--- src/rtl/bus_width_pkg.sv ---
// Shared helpers for the bus width increase/decrease blocks:
// beat count, pointer width, slice fill order.
package bus_width_pkg;

  typedef enum logic {
    FILL_LSB_FIRST,
    FILL_MSB_FIRST
  } fill_order_e;

  function automatic int beats(int size_in, int size_out);
    return size_out / size_in;
  endfunction

  // Pointer width, never below one bit so BEATS==1 still has a register.
  function automatic int ptr_w(int n);
    return (n > 1) ? $clog2(n) : 1;
  endfunction

endpackage

--- src/rtl/bus_width_increase.sv ---
// Narrow-to-wide deserialiser: packs SIZE_OUT/SIZE_IN input beats into one
// output word, valid/ready on both sides, full throughput.
// Ports:
//   clk, rst (async, active-high)
//   input_valid/input_ready/data_in[SIZE_IN]      narrow beat side
//   output_valid/output_ready/data_out[SIZE_OUT]  wide word side
//   input_last, output_count  only with BUS_WIDTH_INCREASE_FLUSH_EN defined
// Macro BUS_WIDTH_INCREASE_FLUSH_EN enables partial-word flush on input_last.
module bus_width_increase
  import bus_width_pkg::*;
#(
  parameter int SIZE_IN       = 8,
  parameter int SIZE_OUT      = 32,
  parameter bit LITTLE_ENDIAN = 1'b1,
  localparam int BEATS = beats(SIZE_IN, SIZE_OUT),
  localparam int CW    = $clog2(BEATS + 1)
) (
  input  logic                clk,
  input  logic                rst,
  output logic                input_ready,
  input  logic                input_valid,
  input  logic [SIZE_IN-1:0]  data_in,
`ifdef BUS_WIDTH_INCREASE_FLUSH_EN
  input  logic                input_last,
  output logic [CW-1:0]       output_count,
`endif
  input  logic                output_ready,
  output logic                output_valid,
  output logic [SIZE_OUT-1:0] data_out
);

  localparam int PW = ptr_w(BEATS);
  localparam fill_order_e ORDER =
    LITTLE_ENDIAN ? FILL_LSB_FIRST : FILL_MSB_FIRST;

  if (SIZE_OUT % SIZE_IN != 0) begin : g_bad_size
    $error("SIZE_OUT must be a multiple of SIZE_IN");
  end

  logic [PW-1:0]       ptr_q;
  logic [SIZE_OUT-1:0] buf_q;
  logic [SIZE_OUT-1:0] word;
  logic                last_beat;
  logic                complete;
  logic                in_hs;
  logic                out_hs;

  function automatic int slot(int i);
    return (ORDER == FILL_LSB_FIRST) ? i : BEATS - 1 - i;
  endfunction

  assign last_beat = (ptr_q == PW'(BEATS - 1));

`ifdef BUS_WIDTH_INCREASE_FLUSH_EN
  assign complete = last_beat | input_last;
`else
  assign complete = last_beat;
`endif

  // Only a word-completing beat has to wait for the output register.
  assign input_ready = !(complete && output_valid && !output_ready);
  assign in_hs       = input_valid & input_ready;
  assign out_hs      = output_valid & output_ready;

  // Buffer with the current beat merged in; on a flush the slices
  // beyond the pointer hold stale data and are cleared.
  always_comb begin
    word = buf_q;
    for (int i = 0; i < BEATS; i++) begin
`ifdef BUS_WIDTH_INCREASE_FLUSH_EN
      if (PW'(i) > ptr_q)
        word[slot(i)*SIZE_IN +: SIZE_IN] = '0;
`endif
      if (PW'(i) == ptr_q)
        word[slot(i)*SIZE_IN +: SIZE_IN] = data_in;
    end
  end

  always_ff @(posedge clk or posedge rst) begin
    if (rst) begin
      ptr_q        <= '0;
      buf_q        <= '0;
      output_valid <= 1'b0;
      data_out     <= '0;
`ifdef BUS_WIDTH_INCREASE_FLUSH_EN
      output_count <= '0;
`endif
    end else begin
      if (out_hs)
        output_valid <= 1'b0;
      if (in_hs) begin
        buf_q <= word;
        if (complete) begin
          ptr_q        <= '0;
          output_valid <= 1'b1;
          data_out     <= word;
`ifdef BUS_WIDTH_INCREASE_FLUSH_EN
          output_count <= CW'(ptr_q) + CW'(1);
`endif
        end else begin
          ptr_q <= ptr_q + PW'(1);
        end
      end
    end
  end

endmodule

--- config.mk ---
export PLATFORM = sky130hd
export DESIGN_NAME = bus_width_increase
export DESIGN_NICKNAME = d
export VERILOG_FILES = /design/src/rtl/bus_width_pkg.sv /design/src/rtl/bus_width_increase.sv
export SDC_FILE = /design/constraint.sdc
export NUM_CORES = 1
export LEC_CHECK = 0
export ABC_AREA = 1
export ABC_CLOCK_PERIOD_IN_PS = 2280
export BUFFER_PORTS_ARGS = -buffer_cell sky130_fd_sc_hd__buf_2
export CAP_MARGIN = 15
export CELL_PAD_IN_SITES_DETAIL_PLACEMENT = 1
export CELL_PAD_IN_SITES_GLOBAL_PLACEMENT = 1
export CORE_ASPECT_RATIO = 0.8
export CORE_UTILIZATION = 42
export CTS_BUF_LIST = sky130_fd_sc_hd__clkbuf_8
export CTS_CLUSTER_SIZE = 10
export DETAILED_ROUTE_END_ITERATION = 10
export PLACE_DENSITY = 0.85
export SYNTH_ARGS = -nofsm -noshare
export SYNTH_HDL_FRONTEND = slang
export SYNTH_SLANG_ARGS = --single-unit
--- constraint.sdc ---
create_clock -name clk -period 2.28 [get_ports clk]
set_input_delay 0.57 -clock clk [delete_from_list [all_inputs] [get_ports clk]]
set_output_delay 0.57 -clock clk [all_outputs]
set_load 0.01 [all_outputs]
==> Yosys cells after proc, flatten, opt, wreduce, memory -nomap -nowiden <==
Cells that the tools add are included.
{ "totals": {"regBits": 67, "in_bits": 12, "out_inout_bits": 34, "elab_cells": 25} }
{ "op_classes": {"add_sub_neg": 1, "n_eq_ne": 4, "n_mux": 8, "n_bitwise": 2, "n_reduce_logical": 6} }
{ "ops": {"columns": ["cell", "n"], "rows": [
  ["2-to-1 mux 8 bit", 4],
  ["== test 2 bit (first input constant)", 2],
  ["2-to-1 mux 1 bit", 3],
  ["adder 2 x 1 -> 2 bit (second input constant)", 1],
  ["AND 1 bit", 2],
  ["== test 1 x 2 -> 1 bit (first input constant)", 1],
  ["== test 2 bit (second input constant)", 1],
  ["logical AND 1 bit", 2],
  ["logical NOT 1 bit", 2],
  ["logical NOT 2 bit", 1],
  ["2-to-1 mux 2 bit", 1],
  ["AND reduction 2 bit", 1]
]} }

==> Logic depth before layout (Yosys ltp) <==
Gate-level depths: netlist of the first run.
{ "logic_depth": {"word_depth": 6, "depth_mapped": 7, "depth_no_buf": 6} }

==> Worst setup path after synthesis of the first run <==
OpenSTA, ideal clock, no wires.
{ "synth_path": {"path_type": "flip-flop to output port", "startpoint": "register ptr_q[0]", "endpoint": "output port input_ready", "arrival_time_ns": 1.025, "t_required_ns": 1.710, "setup_slack_ns": 0.685, "path_stages_with_launch": 4, "path_buffers": 1, "path_cell_list": "dfrtp_1 > ha_1 > nand3_4 > buf_2"} }
{ "synth_via": {"elab_chain_cells": 4} }
{ "synth_rtl": {"columns": ["element", "line", "rtl"], "rows": [
  ["start: declaration", "bus_width_increase.sv:40", "logic [PW-1:0] ptr_q;"],
  ["start signal: assignment", "bus_width_increase.sv:101", "ptr_q <= ptr_q + PW'(1);"],
  ["== test 2 bit", "bus_width_increase.sv:52", "assign last_beat = (ptr_q == PW'(BEATS - 1));"],
  ["logical AND 1 bit (2 in series)", "bus_width_increase.sv:61", "assign input_ready = !(complete && output_valid && !output_ready);"],
  ["logical NOT 1 bit", "bus_width_increase.sv:61", null],
  ["end: declaration", "bus_width_increase.sv:20", "output logic input_ready,"]
]} }
No other way between the ends.

==> Final worst setup path of the first run <==
Same ends and word-level chain as after synthesis.

==> summary.md, run 1 <==
| Metric | Value |
|---|---|
| Minimum clock period | around 2.1 ns |
| Switching Fraction | 0.405 |
| Max Clk Rate | between 400 and 500 MHz |
| Die height | about 74 um |
| Site Rows | 25 |
| P per Cell Area | between 1000 and 1500 nW/um^2 |
| CP startpoint | ptr_q[0] |
| Hold bufs inserted after CTS | 0 |
| Max-slew violations | 0 |
| Clock transition at path regs | ~0.060 ns |
| Main combinational cell family by area after synthesis | simple AND/OR/NAND/NOR gates |
| Post-CTS setup buffers | 0 |
| Vias per cell | around 5 |
| Sequential share of power | 0.408 |
| Setup violations, final | 0 |
| Leak | roughly 1.8 nW |
| Detailed Routing Iterations Pass 1 | 4 |
| TritonCTS buffer count | 9 |
| RR Startpoint | ptr_q[0] |
| Syn_area_per_cell | 8.05 sq um |
| Post-DRT Antenna Nets | 0 |
| Switching power | around 0.0018 W |
| Critical path class | flip-flop to primary output |
| Routed wire length | roughly 7100 um |
| Netlist cell types | 16 |
| Synth Area in Simple Gates | 0.293 |
| Worst hold-check path type | primary input to asynchronous set/reset pin |
| Clock Skews | approximately 0.0068 ns |
| Status | completed |
| Clock Tree Root | clkbuf_8 |
| Setup crit end kind | primary output |
| Core area | ~6100 sq um |
| DP Wirelength | 4760 um |
| Worst-path maximum fanout | 13 |
| Initial drt markers | ~150 |
| Syn Nets | ~360 |
| Critical Path AT | roughly 1.5 ns |
| Final hold vios | 0 |
| Proportion of synthesized area in mux cells | 0 |
| RSZ-0062 raised after global routing | no |
| Die area | 6850 sq um |
| Vias post-DR | between 2k and 2.5k |
| Global Route Usage Sum | 0.233 |
| Routability cong. | a little over 0.7 |
| Clock network power share | 0.198 |
| Yosys reg bits | 59 |
| YS warnings | 0 |
| Clock tree buffer depth | 2 |
| Seq/Total Area, Yosys | 0.539 |
| Internal Power | around 0.0026 W |
| Tcrit/Tclk final | 0.920 |
| Xor and xnor fraction of the mapped netlist area | 0 |
| Detailed-route wire length per cell | about 15 um |
| Post-Synthesis Cells | 340 |
| # DRC | 0 |
| Initial core utilization | 0.449 |
| Post-Synthesis Cell Area | around 2700 sq um |
| Initial antenna violation count | 0 |
| Vias in the first global route | ~2.4k |
| Ant diodes | 0 |
| CP Launch Type | flip-flop |
| # IOs | 46 |
| Comb pwr share | 0.394 |
| Total gr overflow | 0 |
| Worst-Margin Slew | 0.591 ns |
| Post-CTS Resized | 0 |
| Worst Path Required | about 1.7 ns |
| Die X | ~90 um |
| H-tree depth | 3 |
| Maxcap violations | 0 |
| Layout cells sized above 1 | 0.171 |
| Synth Area in Compound Gates | 0.0585 |
| Final setup TNS | 0 ns |
| Adder-cell share of the synthesized area | 0.0183 |
| VDD IR max | between 0.5 and 0.6 mV |
| Worst skew pair latency | around 0.34 ns |
| First-pass GRT wire length | 11,900 um |
| CTS tree | yes |
| Largest net degree at the start of global routing | 66 |
| Clk sinks | 59 |
| Layout area overhead | 16.0% |
| Layout Nets | between 300 and 400 |
| IO Port Bufs | 45 |
| Total power | roughly 0.0044 W |
| Slew HR | 0.606 |
-- routing by layer --
layer  wire length [um]  part of all wire  track usage
met1               3170              0.45        0.288
met2               3570              0.50        0.400
met3                302             0.042       0.0736
met4                 73             0.010       0.0660
met5                  0                 0            0
-- critical path, stage by stage (launching register included) --
cell and delay (ns):
dfrtp_1 0.43, ha_1 0.32, nand3_4 0.23, buf_2 0.21
-- area by class of cell --
| cell class | count | area, sq um |
|---|---|---|
| sequential | 59 | 1480 |
| inverter | 39 | 146 |
| clock inverter | 3 | 13.8 |
| multi-input combinational | 224 | 1010 |
| timing repair buffer | 48 | 260 |
| tap | 81 | 101 |
| fill | 781 | 2920 |
| clock buffer | 12 | 165 |
-- registers in the layout, summed over array words and instances (netlist names) --
register	count
buf_q	24
data_out	32
output_valid	1
ptr_q	2
-- stage by stage --
stage / area (sq um) / utilization / instances / worst slack [ns] / hold WS (ns)
CTS: 3180 / 0.521 / 466 / 0.171 / 0.296
detailed placement: 3000 / 0.491 / 451 / 0.355 / 0.467
finish: 3180 / 0.521 / 466 / 0.183 / 0.284
global placement: 3000 / 0.491 / 451 / 0.474 / 0.462
global route: 3180 / 0.521 / 466 / 0.0897 / 0.301
floorplan: 2740 / - / 340 / 0.254 / 0.449
-- logic make-up after synthesis --
group,after synthesis
buffers and inverters,57
adders and majority gates,4
AOI/OAI and AO/OA,32
and+or+nand+nor,188
DFF,59
-- worst paths after layout --
kind                                end  slack, ns  cells after the start
max in group asynchronous      ptr_q[0]       1.72                      3
hold / removal                buf_q[10]       0.28                      3
hold reg to reg               buf_q[15]       0.48                      2
min in group clk              buf_q[15]       0.48                      2
setup / recovery            input_ready       0.18                      3
setup reg to reg           data_out[17]       0.52                      3
-- Yosys cell counts --
library cell,count,share of area
nand2_1,159,0.22
dfrtp_1,59,0.54
inv_1,39,0.053
o21ai_0,30,0.055
nand4_1,24,0.055
buf_2,9,0.016
clkbuf_2,4,0.0073
ha_1,4,0.018
buf_1,2,0.0027
buf_6,2,0.0082
nand3_4,2,0.013
o21ai_1,2,0.0037
buf_4,1,0.0027
nand2_4,1,0.0041
nand3_1,1,0.0018
nor2_1,1,0.0014
-- power by group through the flow --
| stage | clock [W] | combinational [W] | sequential, W |
|---|---|---|---|
| global placement | 0 | 0.00164 | 0.00178 |
| detailed placement | 0 | 0.00174 | 0.00181 |
| finish | 0.000869 | 0.00173 | 0.00179 |
| floorplan | 0 | 0.00106 | 0.00189 |
| global route | 0.000928 | 0.00201 | 0.00185 |
| CTS | 0.000894 | 0.00176 | 0.00180 |
-- cell usage in the layout (no fill, tap or decap), types with 2 or more instances in the layout --
cell / instances
buf_2: 45
buf_4: 2
clkbuf_8: 12
clkinv_2: 2
dfrtp_1: 59
ha_1: 4
inv_1: 39
nand2_1: 159
nand3_4: 2
nand4_1: 24
o21ai_0: 30
o21ai_1: 2
Power figures use the tool's default switching activity.
==> run 2: changes to the inputs <==
Settings changed: CELL_PAD_IN_SITES_DETAIL_PLACEMENT 1 to default, CELL_PAD_IN_SITES_GLOBAL_PLACEMENT 1 to default, CORE_UTILIZATION 42 to 45, PLACE_DENSITY 0.85 to 0.71.
==> run 2 against run 1 <==
  * Cell area up 0.91%
  * Worst hold slack worse by 0.054 ns
  * Combinational power down 3%
  * Count of clock-buffer cells in the layout down 3
  * Critical path type unchanged
  * Critical endpoint unchanged
  * Largest cell class unchanged
==> summary.md, run 2 (synthesis results as in run 1) <==
| Metric | Value |
|---|---|
| Status | completed |
| DP Cell Count | about 450 |
| Initial core utilization | 0.466 |
| Clock transition at path regs | about 0.07 ns |
| Initial antenna violation count | 0 |
| First-pass GRT wire length | 9880 um |
| Final setup TNS | 0 ns |
| Routability cong. | around 0.76 |
| Layout Nets | about 400 |
| Leak | 1.84 nW |
| Worst hold-check path type | primary input to asynchronous set/reset pin |
| Maxcap violations | 0 |
| TritonCTS buffer count | 9 |
| Die height | roughly 72 um |
| Vias post-DR | 2,274 |
| Hold bufs inserted after CTS | 0 |
| Post-CTS setup buffers | 0 |
| Cell area after layout | about 3200 sq um |
| RSZ-0062 raised after global routing | no |
| Critical Path AT | 1.52 ns |
| Die X | 89.2 um |
| CTS tree | yes |
| Most frequent cells in the layout | 159 x nand2_1, 59 x dfrtp_1, 45 x buf_2, 39 x inv_1, 30 x o21ai_0 |
| Worst-path maximum fanout | 16 |
| Clock Tree Root | clkbuf_8 |
| Vias per cell | ~4.9 |
| Max-slew violations | 0 |
| Tcrit/Tclk final | 0.917 |
| IO Port Bufs | 45 |
| Layout cells sized above 1 | 0.174 |
| Worst-Margin Slew | roughly 0.58 ns |
| Final hold vios | 0 |
| Critical path class | flip-flop to primary output |
| Post-CTS Resized | 0 |
| # IOs | 46 |
| Initial drt markers | between 100 and 150 |
| Max Clk Rate | 478 MHz |
| Largest register FFs | 32 |
| Worst skew pair latency | roughly 0.34 ns |
| Top Registers | data_out: 32 flops, buf_q: 24 flops, ptr_q: 2 flops |
| Clock Skews | approximately 0.0086 ns |
| Clock tree buffer depth | 2 |
| Site Rows | 25 |
| Ant diodes | 0 |
| Placement Cell Area | 3000 sq um |
| CP Launch Type | flip-flop |
| Largest net degree at the start of global routing | 66 |
| Post-DRT Antenna Nets | 0 |
| CP cell instances | ha_1 > nand3_4 > buf_2 |
| Post-Layout Cell Count | 467 |
| Die area | 6400 sq um |
| P per Cell Area | 1390 nW/um^2 |
| Most flop-heavy register | data_out |
| Layout area overhead | 17.0% |
| H-tree depth | 3 |
| Minimum clock period | 2.09 ns |
| Setup violations, final | 0 |
| Detailed-route wire length per cell | approximately 13 um |
| DP Wirelength | a little over 4000 um |
| Total gr overflow | 0 |
| Crit-path max cell delay | roughly 0.42 ns |
| Setup crit end kind | primary output |
| Commonest non-fill, non-tap cell in the layout | nand2_1 |
| CP max stage cell | dfrtp_1 |
| Slew HR | 0.616 |
| VDD IR max | between 0.6 and 0.7 mV |
| Routed wire length | roughly 6000 um |
| Detailed Routing Iterations Pass 1 | 4 |
| Clk sinks | 59 |
| # DRC | 0 |
| Core area | ~5900 sq um |
| Worst Path Required | around 1.7 ns |
| Global Route Usage Sum | 0.209 |
| Vias in the first global route | around 2k |
-- run 2: report_power, final --
group | internal (W) | switching [W]
logic | 0.000612 | 0.00105
clock network | 0.000603 | 0.000399
registers | 0.00153 | 0.000260
-- run 2: final timing paths --
path / start / end / slack [ns] / cells past startpoint
min: rst / data_out[28] / 0.23 / 2
max reg2reg: ptr_q[0] / data_out[22] / 0.62 / 3
min reg2reg: data_out[18] / data_out[18] / 0.48 / 2
max in group asynchronous: rst / data_out[22] / 1.48 / 3
min in group clk: data_out[18] / data_out[18] / 0.48 / 2
max: ptr_q[0] / input_ready / 0.19 / 3
-- run 2: area by class of cell --
type,count,area (sq um)
well taps,81,101
clock inverters,7,83.8
clock buffers,9,124
fillers,562,2680
inverters,39,146
repair buffers,48,260
flip-flops and latches,59,1480
multi-input cells,224,1010
-- run 2: worst max-delay path: cells and delay by family (launching register included) --
kind	cells	cell delay, ns
adder cells (fa/ha/maj)	1	0.31
AND/OR/NAND/NOR	1	0.24
buffers and inverters	1	0.22
flip-flops	1	0.42
-- run 2: per-layer routing --
layer / wire (um) / track usage / share of wire
met1: 3030 / 0.300 / 0.51
met2: 2560 / 0.303 / 0.43
met5: 0 / 0 / 0
met3: 301 / 0.0691 / 0.051
met4: 59 / 0.0582 / 0.0099
-- run 2: metrics by stage --
stage / power (W) / setup WS [ns] / hold slack, ns / util
2_1_floorplan: 0.00294 / 0.254 / 0.449 / -
3_3_place_gp: 0.00342 / 0.521 / 0.462 / 0.510
3_5_place_dp: 0.00348 / 0.479 / 0.465 / 0.510
4_1_cts: 0.00450 / 0.166 / 0.238 / 0.545
5_1_grt: 0.00485 / 0.0926 / 0.257 / 0.545
6_report: 0.00445 / 0.188 / 0.231 / 0.545
==> run 3: changes to the inputs <==
Settings changed: CORE_UTILIZATION 45 to 58, PLACE_DENSITY 0.71 to 0.87, SETUP_SLACK_MARGIN from default to 0.5.
==> run 3 against run 2 <==
  * Flip-flop and latch count did not move
  * Largest power group unchanged
  * Clock skew is essentially flat
  * Cell area decreased by 0.78%
==> summary.md, run 3 (synthesis results as in run 1) <==
| Metric | Value |
|---|---|
| Vias post-DR | about 2.4k |
| Filler instances | around 340 |
| DP Wirelength | between 3000 and 4000 um |
| Clk sinks | 59 |
| Final setup TNS | 0 ns |
| CP max stage cell | dfrtp_2 |
| Global Route Usage Sum | 0.288 |
| Ant diodes | 0 |
| Worst hold-check path type | primary input to asynchronous set/reset pin |
| Hold bufs inserted after CTS | 0 |
| # IOs | 46 |
| Worst skew pair latency | 0.34 ns |
| Total gr overflow | 0 |
| Crit-path max cell delay | around 0.45 ns |
| Met2 WL | about 3000 um |
| Setup crit end kind | primary output |
| CP top delay family | flip-flops |
| Layout Nets | approximately 400 |
| Met1 wire length | around 2800 um |
| Detailed Routing Iterations Pass 1 | 4 |
| Highest routed layer | met4 |
| Layout cells sized above 1 | 0.184 |
| Vias per cell | about 5.3 |
| Detailed-route wire length per cell | 14.4 um |
| RR Startpoint | ptr_q[0] |
| Placement Cell Area | 2970 sq um |
| Cell area after layout | 3180 sq um |
| Top Registers | data_out: 32 flops, buf_q: 24 flops, ptr_q: 2 flops |
| Commonest non-fill, non-tap cell in the layout | nand2_1 |
| R2r setup slk | around 0.56 ns |
| Post-Layout Cell Count | 442 |
| First-pass GRT wire length | roughly 11,000 um |
| Critical Path AT | between 1 and 1.5 ns |
| Layout area overhead | 16.1% |
| Max Clk Rate | about 570 MHz |
| IO Port Bufs | 45 |
| Critical path class | flip-flop to primary output |
| Switching Fraction | 0.401 |
| RSZ-0062 raised after global routing | yes |
| DP Cell Count | between 400 and 500 |
| Clock Tree Root | clkbuf_8 |
| Largest register FFs | 32 |
| Setup violations, final | 0 |
| Minimum clock period | 1.75 ns |
| WL met3 | approximately 460 um |
| Slew HR | 0.598 |
| Core area | about 4400 sq um |
| CP Launch Type | flip-flop |
| Site Rows | 21 |
| Die X | between 70 and 80 um |
| Die height | about 63 um |
| Worst-path maximum fanout | 5 |
| Worst r2r dst | buf_q[14] |
| P per Cell Area | about 1400 nW/um^2 |
| Worst Path Required | around 1.7 ns |
| Status | completed |
| CP startpoint | ptr_q[0] |
| Initial core utilization | 0.628 |
| Vias in the first global route | roughly 2.3k |
| CTS tree | yes |
| VDD IR max | between 0.7 and 0.8 mV |
| Internal Power | approximately 0.0027 W |
| # DRC | 0 |
| Buf+Inv Stages, Crit Path | 1 |
| Most flop-heavy register | data_out |
| Routed wire length | roughly 6400 um |
| CP cell instances | ha_4 > nand3_4 > buf_2 |
| Maxcap violations | 0 |
| Clock tree buffer depth | 2 |
| TritonCTS buffer count | 9 |
| Total power | between 0.004 and 0.005 W |
| Comb pwr share | 0.394 |
| Post-DRT Antenna Nets | 0 |
| Worst-Margin Slew | about 0.6 ns |
| Largest net degree at the start of global routing | 66 |
| Most frequent cells in the layout | 159 x nand2_1, 57 x dfrtp_1, 45 x buf_2, 39 x inv_1, 30 x o21ai_0 |
| H-tree depth | 3 |
| Tcrit/Tclk final | 0.767 |
| Worst hold slack | around 0.3 ns |
| Max-slew violations | 0 |
| Final hold vios | 0 |
| Initial antenna violation count | 0 |
| Sequential share of power | 0.405 |
| Clock Skews | between 0.008 and 0.009 ns |
| Switching power | around 0.0018 W |
| Die area | around 5000 sq um |
| Clock transition at path regs | roughly 0.060 ns |
| Initial drt markers | 200 |
| Clock network power share | 0.202 |
| Depth of the worst register-to-register path | 7 |
| Leak | between 1.5 and 2 nW |
| Routability cong. | approximately 0.82 |
run 3: cell count changes in the layout (fill, tap and decap cells not counted), moves of 2 or more:
cell      delta
ha_1         -3
clkinv_2     -2
dfrtp_1      -2
dfrtp_2      +2
ha_2         +2
run 3: what timing repair did:
| action | CTS | global route |
|---|---|---|
| buffers inserted | 1 | 0 |
| pin swaps | 1 | 0 |
| resized for setup | 3 | 3 |
| endpoints found under the setup margin | 1 | 11 |
run 3: worst max path at each step:
stage	endpoint	slack (ns)	cells after the start
3_3_place_gp	input_ready	0.53	4
4_1_cts	input_ready	0.52	3
5_1_grt	data_out[19]	0.48	4
6_report	input_ready	0.53	3
2_1_floorplan	input_ready	0.68	3
3_5_place_dp	data_out[7]	0.47	5
run 3: stage by stage:
step	setup slack, ns	utilization
2_1_floorplan	0.685	-
3_3_place_gp	0.533	0.681
3_5_place_dp	0.470	0.681
4_1_cts	0.515	0.727
5_1_grt	0.478	0.729
6_report	0.531	0.729
run 3: area by class of cell:
type                            instances  area (sq um)  area share
Timing Repair Buffer                   49           268      0.0842
Multi-Input combinational cell        224          1030       0.324
Inverter                               39           150      0.0472
Clock buffer                           10           138      0.0433
Sequential cell                        59          1480       0.465
Clock inverter                          4          43.8      0.0138
Tap cell                               57          71.3      0.0224
run 3: per-layer routing:
layer	vias to the layer above	GRT usage
li1	1143	-
met1	1098	0.368
met2	97	0.449
met3	16	0.0986
met4	0	0.118
met5	-	0
run 3: power groups by stage:
stage,Sequential [W],Combinational [W],Clock [W]
6_report,0.00181,0.00176,0.000901
5_1_grt,0.00186,0.00201,0.000951
4_1_cts,0.00180,0.00174,0.000906
3_5_place_dp,0.00179,0.00169,0
3_3_place_gp,0.00177,0.00160,0
2_1_floorplan,0.00189,0.00106,0
